==> config.mk <==
export PLATFORM = sky130hd
export DESIGN_NAME = idu_inst_queue
export DESIGN_NICKNAME = d
export VERILOG_FILES = /design/src/rtl/idu_pkg.sv /design/src/rtl/idu_inst_queue_ram.sv /design/src/rtl/idu_inst_queue.sv
export SDC_FILE = /design/constraint.sdc
export NUM_CORES = 1
export LEC_CHECK = 0
export ABC_AREA = 0
export CAP_MARGIN = 25
export CORE_UTILIZATION = 55
export CTS_CLUSTER_DIAMETER = 50
export CTS_CLUSTER_SIZE = 16
export DETAILED_ROUTE_END_ITERATION = 8
export DONT_BUFFER_PORTS = 1
export GPL_TIMING_DRIVEN = 0
export PLACE_DENSITY = 0.7
export SYNTH_ARGS = -nofsm -noshare
export SYNTH_HDL_FRONTEND = slang
export SYNTH_HIERARCHICAL = 1
export SYNTH_SLANG_ARGS = --single-unit
==> constraint.sdc <==
create_clock -name clk -period 9.1 [get_ports clk]
set_clock_uncertainty 0.1 [all_clocks]
set_input_delay 0.455 -clock clk [delete_from_list [all_inputs] [get_ports clk]]
set_output_delay 0.455 -clock clk [all_outputs]
set_load 0.1 [all_outputs]
==> src/rtl/idu_pkg.sv <==
// Shared types and helpers for the IDU instruction queue: entry layout, default
// geometry and the thermometer lane counter used on both enqueue and dispatch.
package idu_pkg;

    localparam int IBUF_DEPTH  = 8;
    localparam int IBUF_INST_W = 32;
    localparam int IBUF_PC_W   = 32;
    localparam int PTR_W       = $clog2(IBUF_DEPTH);
    localparam int MAX_LANES   = 4;

    typedef struct packed {
        logic [IBUF_INST_W-1:0] inst;
        logic [IBUF_PC_W-1:0]   pc;
        logic                   unalign_pc;
    } ibuf_entry_t;

    // Counts consecutive ones starting at bit 0; anything past the first zero is ignored.
    function automatic logic [2:0] lead_ones(input logic [MAX_LANES-1:0] v);
        logic [2:0] n;
        logic       stop;
        n    = 3'd0;
        stop = 1'b0;
        for (int i = 0; i < MAX_LANES; i++) begin
            if (!v[i]) begin
                stop = 1'b1;
            end else if (!stop) begin
                n = n + 3'd1;
            end
        end
        return n;
    endfunction

endpackage

==> src/rtl/idu_inst_queue_ram.sv <==
// Entry storage for the instruction queue: multi-port write, combinational
// multi-port read, no reset on the array.
module idu_inst_queue_ram #(
    parameter int DEPTH    = 8,
    parameter int ENTRY_W  = 65,
    parameter int WR_PORTS = 2,
    parameter int RD_PORTS = 2
) (
    input  logic                                 clk,
    input  logic [WR_PORTS-1:0]                  we_i,
    input  logic [WR_PORTS*$clog2(DEPTH)-1:0]    waddr_i,
    input  logic [WR_PORTS*ENTRY_W-1:0]          wdata_i,
    input  logic [RD_PORTS*$clog2(DEPTH)-1:0]    raddr_i,
    output logic [RD_PORTS*ENTRY_W-1:0]          rdata_o
);

    localparam int AW = $clog2(DEPTH);

    logic [ENTRY_W-1:0] mem [DEPTH];

    // Write addresses within one cycle are always distinct, so port order does not matter.
    always_ff @(posedge clk) begin
        for (int k = 0; k < WR_PORTS; k++) begin
            if (we_i[k]) begin
                mem[waddr_i[k*AW +: AW]] <= wdata_i[k*ENTRY_W +: ENTRY_W];
            end
        end
    end

    always_comb begin
        rdata_o = '0;
        for (int j = 0; j < RD_PORTS; j++) begin
            rdata_o[j*ENTRY_W +: ENTRY_W] = mem[raddr_i[j*AW +: AW]];
        end
    end

endmodule

==> src/rtl/idu_inst_queue.sv <==
// IDU instruction queue: circular multi-lane FIFO between IFU fetch and the dispatcher.
// Optional stall counters are enabled by defining IDU_INST_QUEUE_STALL_CNT_EN.
module idu_inst_queue
    import idu_pkg::*;
#(
    parameter int DEPTH      = IBUF_DEPTH,
    parameter int ENQ_WIDTH  = 2,
    parameter int DEQ_WIDTH  = 2,
    parameter int INST_WIDTH = IBUF_INST_W,
    parameter int PC_WIDTH   = IBUF_PC_W
) (
    input  logic                            clk,
    input  logic                            rst,
    input  logic                            sync_start_pulse,
    input  logic                            bru_flush,
    input  logic                            dispatcher_detect_exceptions_wfi,
    input  logic [ENQ_WIDTH-1:0]            ifu_idu_fetch_vld,
    input  logic [ENQ_WIDTH*INST_WIDTH-1:0] inst_in,
    input  logic [ENQ_WIDTH*PC_WIDTH-1:0]   pc_in,
    input  logic [ENQ_WIDTH-1:0]            unalign_pc_in,
    output logic                            idu_ifu_instBuffer_full,
    input  logic [DEQ_WIDTH-1:0]            dispatch_vld,
    output logic [DEQ_WIDTH-1:0]            inst_vld,
    output logic [DEQ_WIDTH*INST_WIDTH-1:0] inst_out,
    output logic [DEQ_WIDTH*PC_WIDTH-1:0]   pc_out,
    output logic [DEQ_WIDTH-1:0]            unalign_pc_out,
    output logic [$clog2(DEPTH):0]          occupancy
`ifdef IDU_INST_QUEUE_STALL_CNT_EN
   ,output logic [31:0]                     full_cycles,
    output logic [31:0]                     empty_dispatch_cycles
`endif
);

    localparam int PTR_BITS = $clog2(DEPTH);
    localparam int CNT_BITS = PTR_BITS + 1;
    localparam int ENTRY_W  = INST_WIDTH + PC_WIDTH + 1;

    logic [PTR_BITS-1:0]           wrPtr_q, wrPtr_d;
    logic [PTR_BITS-1:0]           rdPtr_q, rdPtr_d;
    logic [CNT_BITS-1:0]           count_q, count_d;
    logic                          full_q, full_d;
    logic                          flush;
    logic [MAX_LANES-1:0]          fetchExt;
    logic [MAX_LANES-1:0]          popExt;
    logic [2:0]                    nPush;
    logic [2:0]                    nPop;
    logic [ENQ_WIDTH-1:0]          wrEn;
    logic [ENQ_WIDTH*PTR_BITS-1:0] wrAddr;
    logic [ENQ_WIDTH*ENTRY_W-1:0]  wrData;
    logic [DEQ_WIDTH*PTR_BITS-1:0] rdAddr;
    logic [DEQ_WIDTH*ENTRY_W-1:0]  rdData;

    assign flush = sync_start_pulse | bru_flush | dispatcher_detect_exceptions_wfi;

    always_comb begin
        for (int j = 0; j < DEQ_WIDTH; j++) begin
            inst_vld[j] = (count_q > CNT_BITS'(j));
        end
    end

    // Only the thermometer prefix of each request counts; full_q blocks the whole fetch group.
    always_comb begin
        fetchExt                  = '0;
        fetchExt[ENQ_WIDTH-1:0]   = ifu_idu_fetch_vld;
        popExt                    = '0;
        popExt[DEQ_WIDTH-1:0]     = dispatch_vld & inst_vld;
        nPush                     = full_q ? 3'd0 : lead_ones(fetchExt);
        nPop                      = lead_ones(popExt);
    end

    always_comb begin
        wrPtr_d = wrPtr_q + PTR_BITS'(nPush);
        rdPtr_d = rdPtr_q + PTR_BITS'(nPop);
        count_d = count_q + CNT_BITS'(nPush) - CNT_BITS'(nPop);
        full_d  = (DEPTH - int'(count_d)) < ENQ_WIDTH;
        if (flush) begin
            wrPtr_d = '0;
            rdPtr_d = '0;
            count_d = '0;
            full_d  = 1'b0;
        end
    end

    always_ff @(posedge clk) begin
        if (rst) begin
            wrPtr_q <= '0;
            rdPtr_q <= '0;
            count_q <= '0;
            full_q  <= 1'b0;
        end else begin
            wrPtr_q <= wrPtr_d;
            rdPtr_q <= rdPtr_d;
            count_q <= count_d;
            full_q  <= full_d;
        end
    end

    always_comb begin
        wrEn   = '0;
        wrAddr = '0;
        wrData = '0;
        for (int k = 0; k < ENQ_WIDTH; k++) begin
            wrEn[k]                          = (k < int'(nPush)) && !flush && !rst;
            wrAddr[k*PTR_BITS +: PTR_BITS]   = wrPtr_q + PTR_BITS'(k);
            wrData[k*ENTRY_W +: ENTRY_W]     = {unalign_pc_in[k],
                                                pc_in[k*PC_WIDTH +: PC_WIDTH],
                                                inst_in[k*INST_WIDTH +: INST_WIDTH]};
        end
    end

    always_comb begin
        rdAddr = '0;
        for (int j = 0; j < DEQ_WIDTH; j++) begin
            rdAddr[j*PTR_BITS +: PTR_BITS] = rdPtr_q + PTR_BITS'(j);
        end
    end

    idu_inst_queue_ram #(
        .DEPTH    (DEPTH),
        .ENTRY_W  (ENTRY_W),
        .WR_PORTS (ENQ_WIDTH),
        .RD_PORTS (DEQ_WIDTH)
    ) u_ram (
        .clk     (clk),
        .we_i    (wrEn),
        .waddr_i (wrAddr),
        .wdata_i (wrData),
        .raddr_i (rdAddr),
        .rdata_o (rdData)
    );

    always_comb begin
        inst_out       = '0;
        pc_out         = '0;
        unalign_pc_out = '0;
        for (int j = 0; j < DEQ_WIDTH; j++) begin
            inst_out[j*INST_WIDTH +: INST_WIDTH] = rdData[j*ENTRY_W +: INST_WIDTH];
            pc_out[j*PC_WIDTH +: PC_WIDTH]       = rdData[j*ENTRY_W + INST_WIDTH +: PC_WIDTH];
            unalign_pc_out[j]                    = rdData[j*ENTRY_W + INST_WIDTH + PC_WIDTH];
        end
    end

    assign occupancy               = count_q;
    assign idu_ifu_instBuffer_full = full_q;

`ifdef IDU_INST_QUEUE_STALL_CNT_EN
    logic [31:0] fullCycles_q;
    logic [31:0] emptyCycles_q;

    // A branch redirect is a normal event, so only reset and core start clear the statistics.
    always_ff @(posedge clk) begin
        if (rst || sync_start_pulse) begin
            fullCycles_q  <= '0;
            emptyCycles_q <= '0;
        end else begin
            if (full_q && (fullCycles_q != 32'hFFFF_FFFF)) begin
                fullCycles_q <= fullCycles_q + 32'd1;
            end
            if ((count_q == '0) && (emptyCycles_q != 32'hFFFF_FFFF)) begin
                emptyCycles_q <= emptyCycles_q + 32'd1;
            end
        end
    end

    assign full_cycles           = fullCycles_q;
    assign empty_dispatch_cycles = emptyCycles_q;
`endif

`ifndef SYNTHESIS
    logic [ENQ_WIDTH-1:0] fetchInc;
    logic [DEQ_WIDTH-1:0] dispInc;

    always_comb begin
        fetchInc = ifu_idu_fetch_vld + ENQ_WIDTH'(1);
        dispInc  = dispatch_vld + DEQ_WIDTH'(1);
    end

    assert property (@(posedge clk) disable iff (rst) count_q <= CNT_BITS'(DEPTH));
    assert property (@(posedge clk) disable iff (rst) !(full_q && (wrEn != '0)));
    assert property (@(posedge clk) disable iff (rst) (fetchInc & ifu_idu_fetch_vld) == '0);
    assert property (@(posedge clk) disable iff (rst) (dispInc & dispatch_vld) == '0);
`endif

endmodule

==> results of run 1 <==
[state kept, by name (all words and copies together), names as in the netlist]
| register | cells |
|---|---|
| idu_ifu_instBuffer_full | 1 |
| occupancy | 4 |
| rdPtr_q | 3 |
| u_ram/mem | 520 |
| wrPtr_q | 3 |
[layer usage]
| metal | vias up | track usage [%] |
|---|---|---|
| li1 | 7573 | - |
| met1 | 9583 | 41.68 |
| met2 | 802 | 55.26 |
| met3 | 195 | 6.828 |
| met4 | 10 | 9.697 |
| met5 | - | 0 |
[synth_stat cells, drive strengths merged (3+ instances only)]
| cell | number | share of area (%) |
|---|---|---|
| nand4b | 3 | 0.086 |
| nor2 | 11 | 0.14 |
| clkbuf | 46 | 0.57 |
| dfxtp | 11 | 0.72 |
| mux4 | 260 | 19 |
| inv | 14 | 0.17 |
| o21ai | 4 | 0.066 |
| and4bb | 3 | 0.12 |
| nand2 | 5 | 0.062 |
| ha | 10 | 0.41 |
| xnor2 | 3 | 0.086 |
| mux2 | 650 | 24 |
| xor2 | 3 | 0.086 |
| buf | 83 | 1.6 |
| and2 | 5 | 0.10 |
| fa | 4 | 0.26 |
| edfxtp | 520 | 51 |
| nand2b | 5 | 0.10 |
[power by group]
group | switching [uW] | internal (uW) | leakage [uW] | total, uW
Clock | 1030 | 1440 | 0.000937 | 2470
Sequential | 6.73 | 2690 | 0.00476 | 2700
Combinational | 187 | 178 | 0.00606 | 365
[layout make-up]
type	instances	area, um2
Clock inverter	44	521.8
Antenna cell	3	7.507
Inverter	14	52.55
Buffer	129	668.1
Clock buffer	60	1438
Fill cell	3804	18300
Multi-Input combinational cell	989	14050
Tap cell	739	924.6
Sequential cell	531	15840
Timing Repair Buffer	223	2552
[stage by stage]
step,utilization [%],TNS (ps),hold slack (ps)
6_report,66.34,0,36.10
5_1_grt,66.33,0,26.14
4_1_cts,66.32,0,4.350
3_5_place_dp,59.09,0,537.6
3_3_place_gp,57.85,-1193350,508.1
2_1_floorplan,-,0,449.4
[worst max path at each step]
| stage | from | endpoint | slack, ps | cells past startpoint |
|---|---|---|---|---|
| global placement | rst | u_ram/mem[0][35]$_DFFE_PP_ | -4180 | 5 |
| finish | occupancy[2]$_SDFF_PP0_ | idu_ifu_instBuffer_full$_SDFF_PP0_ | 3820 | 16 |
| detailed placement | occupancy[2]$_SDFF_PP0_ | idu_ifu_instBuffer_full$_SDFF_PP0_ | 3850 | 16 |
| CTS | occupancy[2]$_SDFF_PP0_ | idu_ifu_instBuffer_full$_SDFF_PP0_ | 3840 | 16 |
| floorplan | rst | u_ram/mem[0][0]$_DFFE_PP_ | 2190 | 5 |
| global route | occupancy[2]$_SDFF_PP0_ | idu_ifu_instBuffer_full$_SDFF_PP0_ | 3660 | 16 |
[cell families after synthesis]
group,Yosys count
mux,911
xor+xnor,6
fa+ha+maj,14
compound gates,16
buf+inv,143
flops,531
simple gates,42
[worst register-to-register path: cells and delay by family (launching register included)]
family                     cells  cell delay (ps)
AOI/OAI and AO/OA              4              640
DFF                            1              960
buffers and inverters          4              380
adders and majority gates      5             1480
and+or+nand+nor                3             1660
==> metrics.md, run 1 <==
| Metric | Value |
|---|---|
| Detailed Route Iter0 Violations | between 1,500 and 2,000 |
| Placeable Area | between 50,000 and 60,000 um2 |
| Final Cycle Share | between 50% and 60% |
| DR top layer | met5 |
| Most frequent cells in the layout | mux2_2, edfxtp_1, mux4_2, dlygate4sd3_1, clkbuf_16 |
| Metal3 WL | around 7300 um |
| Simple-gate area share of the yosys netlist | less than 1% |
| Lkg Pwr | around 0.012 uW |
| Placed insts | approximately 2,400 |
| Library cells used by synthesis | between 40 and 50 |
| Die area | ~56,000 um2 |
| Max_cap viols | 0 |
| Area Overhead vs Synth | 18.13% |
| EDFF count, synth | between 500 and 600 |
| Total track usage | 32.36% |
| Reg clk slew, reported paths | around 70 ps |
| Initial antenna violation count | 8 |
| Post-CTS sizing | 0 |
| CP Class | register to register |
| Slew Limit Fails | 0 |
| Post-synthesis sequential area ratio | about half |
| Max VDD drop | roughly 0.00014 V |
| DRT antenna net count | 0 |
| Adder-cell area share of the yosys netlist | 0.6724% |
| Via count | ~18,000 |
| Top cell family by delay on the critical path | simple AND/OR/NAND/NOR gates |
| Reg2Reg Setup Slack | roughly 3800 ps |
| CTS Sinks | 531 |
| CP Data Required Time | between 9000 and 10,000 ps |
| Post-Synthesis Cell Area | 30,520 um2 |
| Final Worst Setup Slack | between 3000 and 4000 ps |
| Post-synthesis compound-gate area fraction | less than 1% |
| Synth Area in XOR/XNOR | 0.1722% |
| Cells on Worst Hold Path | 2 |
| FP Rows | 85 |
| Slew margin rel. | between 20 and 30% |
| Placed cell areas | ~32,000 um2 |
| RSZ-0062 raised after global routing | no |
| Critical Path Sink Type | register |
| Final Cell Area | between 30,000 and 40,000 um2 |
| Post-synthesis area per instance | approximately 18 um2 |
| Tightest Hold Check Type | primary input to register |
| Reg2reg start | occupancy[2]$_SDFF_PP0_ |
| Least-Margin Pin Slew | 1078 ps |
| Vias in the first global route | between 15,000 and 20,000 |
| Flops & latches, synth | approximately 530 |
| Slowest stage delay, CP | ~960 ps |
| Slowest-stage cell, CP | dfxtp_1 |
| Dpl hpwl | between 50,000 and 60,000 um |
| Status | finished clean |
| Tot Pwr | roughly 5500 uW |
| Gpl congestion | 0.7848 |
| Syn_nets | ~1,800 |
| CTS Buf Count | 56 |
| Die height | 237.6 um |
| Met2 WL | 45,210 um |
| IO buf count | 0 |
| Synth Warn # | 6 |
| Main synth FF type | edfxtp_1 |
| Die Width | 237.6 um |
| R2R cell count | 16 |
| Global-route wire length before repair | around 130,000 um |
| Share of cells above drive strength 1 | between 50% and 60% |
| Worst Min Path Start | sync_start_pulse |
| Crit-path max FO | 4 |
| PwrDens | 153.3 nW/um2 |
| Remaining Overflow, GRT | 0 |
| Buf+Inv Stages, Crit Path | 4 |
| Startpoint Class | register |
| Finished Layout Cells | approximately 2,700 |
| Hold EP | wrPtr_q[1]$_SDFF_PP0_ |
| Fmax | between 150 and 200 MHz |
| Pin count of the biggest net entering global routing | 39 |
| Setup-failing EPs final | 0 |
| WP data arrival | ~5700 ps |
| Pre-CTS setup slack | 3852 ps |
| DRC violations left | 0 |
| Via/cell ratio | 6.648 |
| CTS tree | yes |
| Most common cell after layout, fill and taps aside | mux2_2 |
| Effective utilization at floorplan | 56.15% |
| Final WL | about 90,000 um |
| Wl on met1 | ~35,000 um |
| Fraction of registers with async set/reset | 0% |
| # nets final | ~2,100 |
| Syn Inst Count | between 1,500 and 2,000 |
| Crit path time final | 5283 ps |
| Clock buffer depth | 3 |
| # Post-CTS Setup Buffers | 0 |
| Post-synthesis mux area share | a little over two fifths |
| Cell breakdown of the critical path | inv_1 -> ha_1 -> nand2_1 -> or2_2 -> and3_1 -> ha_1 -> inv_1 -> ha_1 -> fa_1 -> inv_1 -> ha_1 -> inv_1 -> a21oi_1 -> o32a_2 -> a31o_2 -> a31oi_1 |
| FF-to-FF End | idu_ifu_instBuffer_full$_SDFF_PP0_ |
| Largest family of logic cells by synthesized area | multiplexers |
| Final hold viol count | 0 |
| Avg WL per Cell | ~33 um |
| # H-tree levels | 2 |
| I/O pin count | 276 |
| Clock Latency Late Sink | slightly above 600 ps |
| Hold buffers post-CTS | around 200 |
| CTS root buf | clkbuf_16 |
| First-pass detailed-route iteration total | 5 |
Note: power is estimated with default switching activity, not from simulation.
==> run 2, diff against run 1 <==
==> constraint.sdc (replaced) <==
create_clock -name clk -period 5.4 [get_ports clk]
set_clock_uncertainty 0.1 [all_clocks]
set_input_delay 0.27 -clock clk [delete_from_list [all_inputs] [get_ports clk]]
set_output_delay 0.27 -clock clk [all_outputs]
set_load 0.1 [all_outputs]
==> run 2 against run 1 <==
  * Utilization rose by 0.44 points
  * Combinational power rose by 68%
  * Total power rose by 71%
  * Global-route usage fell by 0.92 points
  * Count of clock-buffer cells in the layout rose by 7
  * Sequential cell count did not move
  * Non-clock buffer count rose by 3
  * Via count fell by 0.13%
  * Final area rose by 0.67%
==> metrics.md, run 2 (synthesis gave the netlist of run 1 again) <==
| Metric | Value |
|---|---|
| Buf+Inv Stages, Crit Path | 4 (unchanged) |
| WP data arrival | 5710 ps (was 5720 ps) |
| Initial antenna violation count | 5 (was 8) |
| Worst Min Path Start | dispatch_vld[0] (was sync_start_pulse) |
| Crit path launch | occupancy[3]$_SDFF_PP0_ (was occupancy[2]$_SDFF_PP0_) |
| Slowest-stage cell, CP | dfxtp_1 (unchanged) |
| Slowest stage delay, CP | 970 ps (was 960 ps) |
| Crit-path max FO | 4 (unchanged) |
| Status | finished clean (unchanged) |
| First-pass detailed-route iteration total | 5 (unchanged) |
| GRT met2 Usage | 53.06% (was 55.26%) |
| Pin count of the biggest net entering global routing | 38 (was 39) |
| CTS Buf Count | 59 (was 56) |
| Via/cell ratio | 6.615 (was 6.648) |
| Max_cap viols | 0 (unchanged) |
| Least-Margin Pin Slew | 1056 ps (was 1078 ps) |
| CTS tree | yes (unchanged) |
| Die area | 56,430 um2 (unchanged) |
| GRT met1 Usage | 40.46% (was 41.68%) |
| # H-tree levels | 2 (unchanged) |
| Dpl hpwl | 55,380 um (was 55,430 um) |
| Fin util | 66.78% (was 66.34%) |
| # Post-CTS Setup Buffers | 0 (unchanged) |
| Final hold viol count | 0 (unchanged) |
| Crit path time final | 5259 ps (was 5283 ps) |
| Fmax | 190.2 MHz (was 189.3 MHz) |
| # fillers | 3,760 (was 3,804) |
| Reg2reg start | occupancy[3]$_SDFF_PP0_ (was occupancy[2]$_SDFF_PP0_) |
| Most frequent cells in the layout | mux2_2, edfxtp_1, mux4_2, dlygate4sd3_1, clkbuf_16 (unchanged) |
| Slew margin rel. | 29.59% (was 28.10%) |
| Critical Path Sink Type | register (unchanged) |
| FP Rows | 85 (unchanged) |
| Detailed Route Iter0 Violations | 1,536 (was 1,605) |
| Max VDD drop | 0.0003036 V (was 0.0001446 V) |
| Avg WL per Cell | 31.93 um (was 32.98 um) |
| Remaining Overflow, GRT | 0 (unchanged) |
| Gpl congestion | 0.8134 (was 0.7848) |
| GRT busiest layer | met2 (unchanged) |
| CTS root buf | clkbuf_16 (unchanged) |
| Setup-failing EPs final | 0 (unchanged) |
| Slew Limit Fails | 0 (unchanged) |
| Tightest Hold Check Type | primary input to register (unchanged) |
| Share of cells above drive strength 1 | 56.88% (was 56.28%) |
| Lkg Pwr | 0.01191 uW (was 0.01177 uW) |
| CTS Sinks | 531 (unchanged) |
| Placeable Area | 54,350 um2 (unchanged) |
| Tot Pwr | 9463 uW (was 5528 uW) |
| I/O pin count | 276 (unchanged) |
| Top cell family by delay on the critical path | simple AND/OR/NAND/NOR gates (unchanged) |
| Fin Hold WS | 38.66 ps (was 36.10 ps) |
| Effective utilization at floorplan | 56.15% (unchanged) |
| Via count | 18,140 (was 18,160) |
| Clock Latency Late Sink | 630 ps (was 620 ps) |
| Vias in the first global route | 19,400 (was 19,490) |
| Cell breakdown of the critical path | inv_1 -> ha_1 -> nand2_1 -> or2_2 -> and3_1 -> ha_1 -> inv_1 -> ha_1 -> fa_1 -> inv_1 -> ha_1 -> inv_1 -> a21oi_1 -> o32a_2 -> a31o_2 -> a31oi_1 (unchanged) |
| Final WL | 87,540 um (was 90,090 um) |
| GR Util met3 | 6.515% (was 6.828%) |
| Reg clk slew, reported paths | 70 ps (about the same) |
| IO buf count | 0 (unchanged) |
| Die height | 237.6 um (unchanged) |
| DRT antenna net count | 0 (unchanged) |
| CP Class | register to register (unchanged) |
| # nets final | 2,103 (was 2,097) |
| Max reg flops | 520 (unchanged) |
| Area Overhead vs Synth | 18.93% (was 18.13%) |
| Most common cell after layout, fill and taps aside | mux2_2 (unchanged) |
| Global-route wire length before repair | 128,200 um (was 131,600 um) |
| Setup TNS | 0 ps (unchanged) |
| PwrDens | 260.8 nW/um2 (was 153.3 nW/um2) |
| Clock buffer depth | 3 (unchanged) |
| Final Cycle Share | 97.38% (was 58.06%) |
| RSZ-0062 raised after global routing | no (unchanged) |
| Total track usage | 31.44% (was 32.36%) |
| Startpoint Class | register (unchanged) |
| DRC violations left | 0 (unchanged) |
| CP Data Required Time | 5850 ps (was 9540 ps) |
| Die Width | 237.6 um (unchanged) |
## run 2: cell types whose count changed in the layout (fill, tap and decap cells not counted), moves of 2 or more
cell / delta
inv_6: +3
clkinv_2: +3
buf_16: +7
clkinv_1: -6
inv_8: +6
bufinv_16: -5
buf_12: -5
clkbuf_16: +7
clkinv_8: +2
clkinvlp_4: -5
clkbuf_1: -2
clkbuf_8: +2
## run 2: layout make-up
class	count	area, um2	share of cell area, %
Antenna cell	4	10.01	0.02758
Timing Repair Buffer	226	2655	7.316
Clock inverter	43	461.7	1.272
Clock buffer	67	1633	4.499
Tap cell	739	924.6	2.548
Sequential cell	531	15840	43.64
Buffer	129	668.1	1.841
Inverter	14	52.55	0.1448
Multi-Input combinational cell	989	14050	38.72
## run 2: metrics by stage
stage | std cells | instance area, um2 | setup slack [ps]
2_1_floorplan | 1663 | 30520 | -1071
3_3_place_gp | 2402 | 31450 | -6842
3_5_place_dp | 2430 | 32200 | 172.4
4_1_cts | 2738 | 36280 | 128.7
5_1_grt | 2741 | 36290 | 7.948
6_report | 2742 | 36290 | 141.4
## run 2: where the power goes
part           internal, uW  switching (uW)  total (uW)
registers              4530            11.4        4540
logic                   300             313         613
clock network          2470            1840        4310
total                  7300            2170        9460
## run 2: layer usage
metal	up-vias	wire length, um
met5	-	11
met2	832	43810
li1	7621	-
met4	2	3009
met3	182	6809
met1	9502	33910
## run 2: worst paths after layout
path | to | slack [ps] | cells past startpoint
setup / recovery | idu_ifu_instBuffer_full$_SDFF_PP0_ | 140 | 16
hold / removal | rdPtr_q[0]$_SDFF_PP0_ | 40 | 3
setup reg to reg | idu_ifu_instBuffer_full$_SDFF_PP0_ | 140 | 16
hold reg to reg | rdPtr_q[2]$_SDFF_PP0_ | 550 | 2
## run 2: repair_timing
item	4_1_cts	5_1_grt
endpoints found under the hold margin	525	0
hold buffers	198	0
endpoints found under the setup margin	0	1
resized for setup	0	1
## run 2: worst register-to-register path: cells and delay by family (launching register included)
kind	cells	cell delay [ps]
AO/OA/AOI/OAI	4	630
adder cells (fa/ha/maj)	5	1490
buffers and inverters	4	380
flip-flops	1	970
AND/OR/NAND/NOR	3	1640
==> run 3, diff against run 2 <==
--- a/config.mk
+++ b/config.mk
@@ -14,6 +14,7 @@
 export DONT_BUFFER_PORTS = 1
 export GPL_TIMING_DRIVEN = 0
 export PLACE_DENSITY = 0.7
+export SETUP_SLACK_MARGIN = 0.3
 export SYNTH_ARGS = -nofsm -noshare
 export SYNTH_HDL_FRONTEND = slang
 export SYNTH_HIERARCHICAL = 1
==> run 3 against run 2 <==
  * First-iteration DRC count stayed put
  * Global-route usage stayed put
  * Critical path depth is 1 lower
  * Non-clock buffer count stayed put
  * Via count is 0.12% lower
==> metrics.md, run 3 (synthesis gave the netlist of run 1 again) <==
| Metric | Value |
|---|---|
| Most common cell after layout, fill and taps aside | mux2_2 (unchanged) |
| Final Cycle Share | 89.04% (was 97.38%) |
| Total track usage | 31.44% (unchanged) |
| R2R cell count | 15 (was 16) |
| Max_cap viols | 0 (unchanged) |
| Tightest Hold Check Type | primary input to register (unchanged) |
| Max VDD drop | 0.0003034 V (was 0.0003036 V) |
| Area Overhead vs Synth | 18.94% (was 18.93%) |
| Vias in the first global route | 19,400 (unchanged) |
| Detailed Route Iter0 Violations | 1,536 (unchanged) |
| DRT antenna net count | 0 (unchanged) |
| Hold EP | rdPtr_q[0]$_SDFF_PP0_ (unchanged) |
| Via/cell ratio | 6.608 (was 6.615) |
| Reg2Reg Setup Slack | 590 ps (was 140 ps) |
| FF-to-FF End | idu_ifu_instBuffer_full$_SDFF_PP0_ (unchanged) |
| Setup TNS | 0 ps (unchanged) |
| Pre-CTS setup slack | 172.4 ps (unchanged) |
| CTS Buf Count | 59 (unchanged) |
| Max reg flops | 520 (unchanged) |
| Initial antenna violation count | 5 (unchanged) |
| CP Data Required Time | 5850 ps (about the same) |
| Dpl hpwl | 55,380 um (unchanged) |
| # H-tree levels | 2 (unchanged) |
| Lkg Pwr | 0.01191 uW (unchanged) |
| # nets final | 2,103 (unchanged) |
| # fillers | 3,758 (was 3,760) |
| PwrDens | 260.8 nW/um2 (about the same) |
| Via count | 18,120 (was 18,140) |
| Die area | 56,430 um2 (unchanged) |
| Crit path launch | occupancy[1]$_SDFF_PP0_ (was occupancy[3]$_SDFF_PP0_) |
| Fmax | 208.0 MHz (was 190.2 MHz) |
| Worst Min Path Start | dispatch_vld[0] (unchanged) |
| Least-Margin Pin Slew | 1056 ps (about the same) |
| Final WL | 87,550 um (was 87,540 um) |
| Crit-path max FO | 4 (unchanged) |
| FP Rows | 85 (unchanged) |
| Reg2reg start | occupancy[1]$_SDFF_PP0_ (was occupancy[3]$_SDFF_PP0_) |
| Die height | 237.6 um (unchanged) |
| CP Class | register to register (unchanged) |
| Crit path time final | 4808 ps (was 5259 ps) |
| Pin count of the biggest net entering global routing | 38 (unchanged) |
| Clock buffer depth | 3 (unchanged) |
| IO buf count | 0 (unchanged) |
| CTS tree | yes (unchanged) |
| Clock Latency Late Sink | 630 ps (about the same) |
| RSZ-0062 raised after global routing | no (unchanged) |
| Placeable Area | 54,350 um2 (unchanged) |
| Setup-failing EPs final | 0 (unchanged) |
| Most frequent cells in the layout | mux2_2, edfxtp_1, mux4_2, dlygate4sd3_1, clkbuf_16 (unchanged) |
| Startpoint Class | register (unchanged) |
| Gpl congestion | 0.8134 (unchanged) |
| Avg WL per Cell | 31.93 um (about the same) |
| CTS root buf | clkbuf_16 (unchanged) |
| I/O pin count | 276 (unchanged) |
| Die Width | 237.6 um (unchanged) |
| Effective utilization at floorplan | 56.15% (unchanged) |
| Global-route wire length before repair | 128,200 um (unchanged) |
| Cells on Worst Hold Path | 3 (unchanged) |
| DRC violations left | 0 (unchanged) |
| Final Worst Setup Slack | 591.7 ps (was 141.4 ps) |
| CTS Sinks | 531 (unchanged) |
| Remaining Overflow, GRT | 0 (unchanged) |
| Status | finished clean (unchanged) |
| First-pass detailed-route iteration total | 5 (unchanged) |
| Reg clk slew, reported paths | 70 ps (about the same) |
| Final hold viol count | 0 (unchanged) |
| Slew Limit Fails | 0 (unchanged) |
| Slew margin rel. | 29.62% (was 29.59%) |
| Critical Path Sink Type | register (unchanged) |
| WP data arrival | 5260 ps (was 5710 ps) |
| Share of cells above drive strength 1 | 56.98% (was 56.88%) |
## run 3: power by group
| group | switching, uW | leakage [uW] | internal [uW] |
|---|---|---|---|
| registers | 11.4 | 0.00477 | 4530 |
| clock network | 1840 | 0.00103 | 2470 |
| logic | 313 | 0.00611 | 300 |
| total | 2170 | 0.0119 | 7300 |
## run 3: how the worst max path moves through the flow
| stage | end | slack (ps) |
|---|---|---|
| global placement | u_ram/mem[7][35]$_DFFE_PP_ | -6840 |
| finish | idu_ifu_instBuffer_full$_SDFF_PP0_ | 590 |
| CTS | idu_ifu_instBuffer_full$_SDFF_PP0_ | 600 |
| detailed placement | idu_ifu_instBuffer_full$_SDFF_PP0_ | 170 |
| floorplan | u_ram/mem[7][0]$_DFFE_PP_ | -1070 |
| global route | idu_ifu_instBuffer_full$_SDFF_PP0_ | 480 |
## run 3: layout make-up
cell class,instances,area (um2),share of cell area (%)
Clock inverter,43,461.7,1.272
Sequential cell,531,15840,43.63
Multi-Input combinational cell,989,14050,38.72
Timing Repair Buffer,226,2655,7.315
Inverter,14,52.55,0.1448
Clock buffer,67,1633,4.499
Tap cell,739,924.6,2.547
Buffer,129,668.1,1.841
Antenna cell,4,10.01,0.02758
## run 3: through the flow
stage          total power (uW)  hold WS [ps]  area [um2]  instances  utilization (%)
6_report                   9465         39.73       36300       2742            66.79
3_3_place_gp               5022         388.5       31450       2402            57.86
3_5_place_dp               5037         390.2       32200       2430            59.26
2_1_floorplan              4986         387.5       30520       1663                -
5_1_grt                    9694         51.38       36290       2741            66.78
4_1_cts                    9505         20.32       36290       2738            66.77
## run 3: repair_timing
action                                  4_1_cts  5_1_grt
endpoints found under the hold margin       525        0
resized for setup                             3        0
buffers inserted                              0        0
hold buffers                                198        0
endpoints found under the setup margin        1        0
## run 3: worst max-delay path: stages (launching register included)
cell and delay (ps):
dfxtp_1 950, inv_1 240, nand2_2 490, or2_2 560
and3_1 330, ha_1 160, inv_1 40, ha_1 200
fa_1 550, inv_1 80, ha_1 330, inv_1 90
a21oi_1 70, o32a_2 190, a31o_2 210, a31oi_1 160
## run 3: metal layers
layer	global-route usage [%]	wire length (um)
met4	11.12	2964
met2	53.06	43850
met1	40.46	33990
met3	6.515	6736
met5	0	11
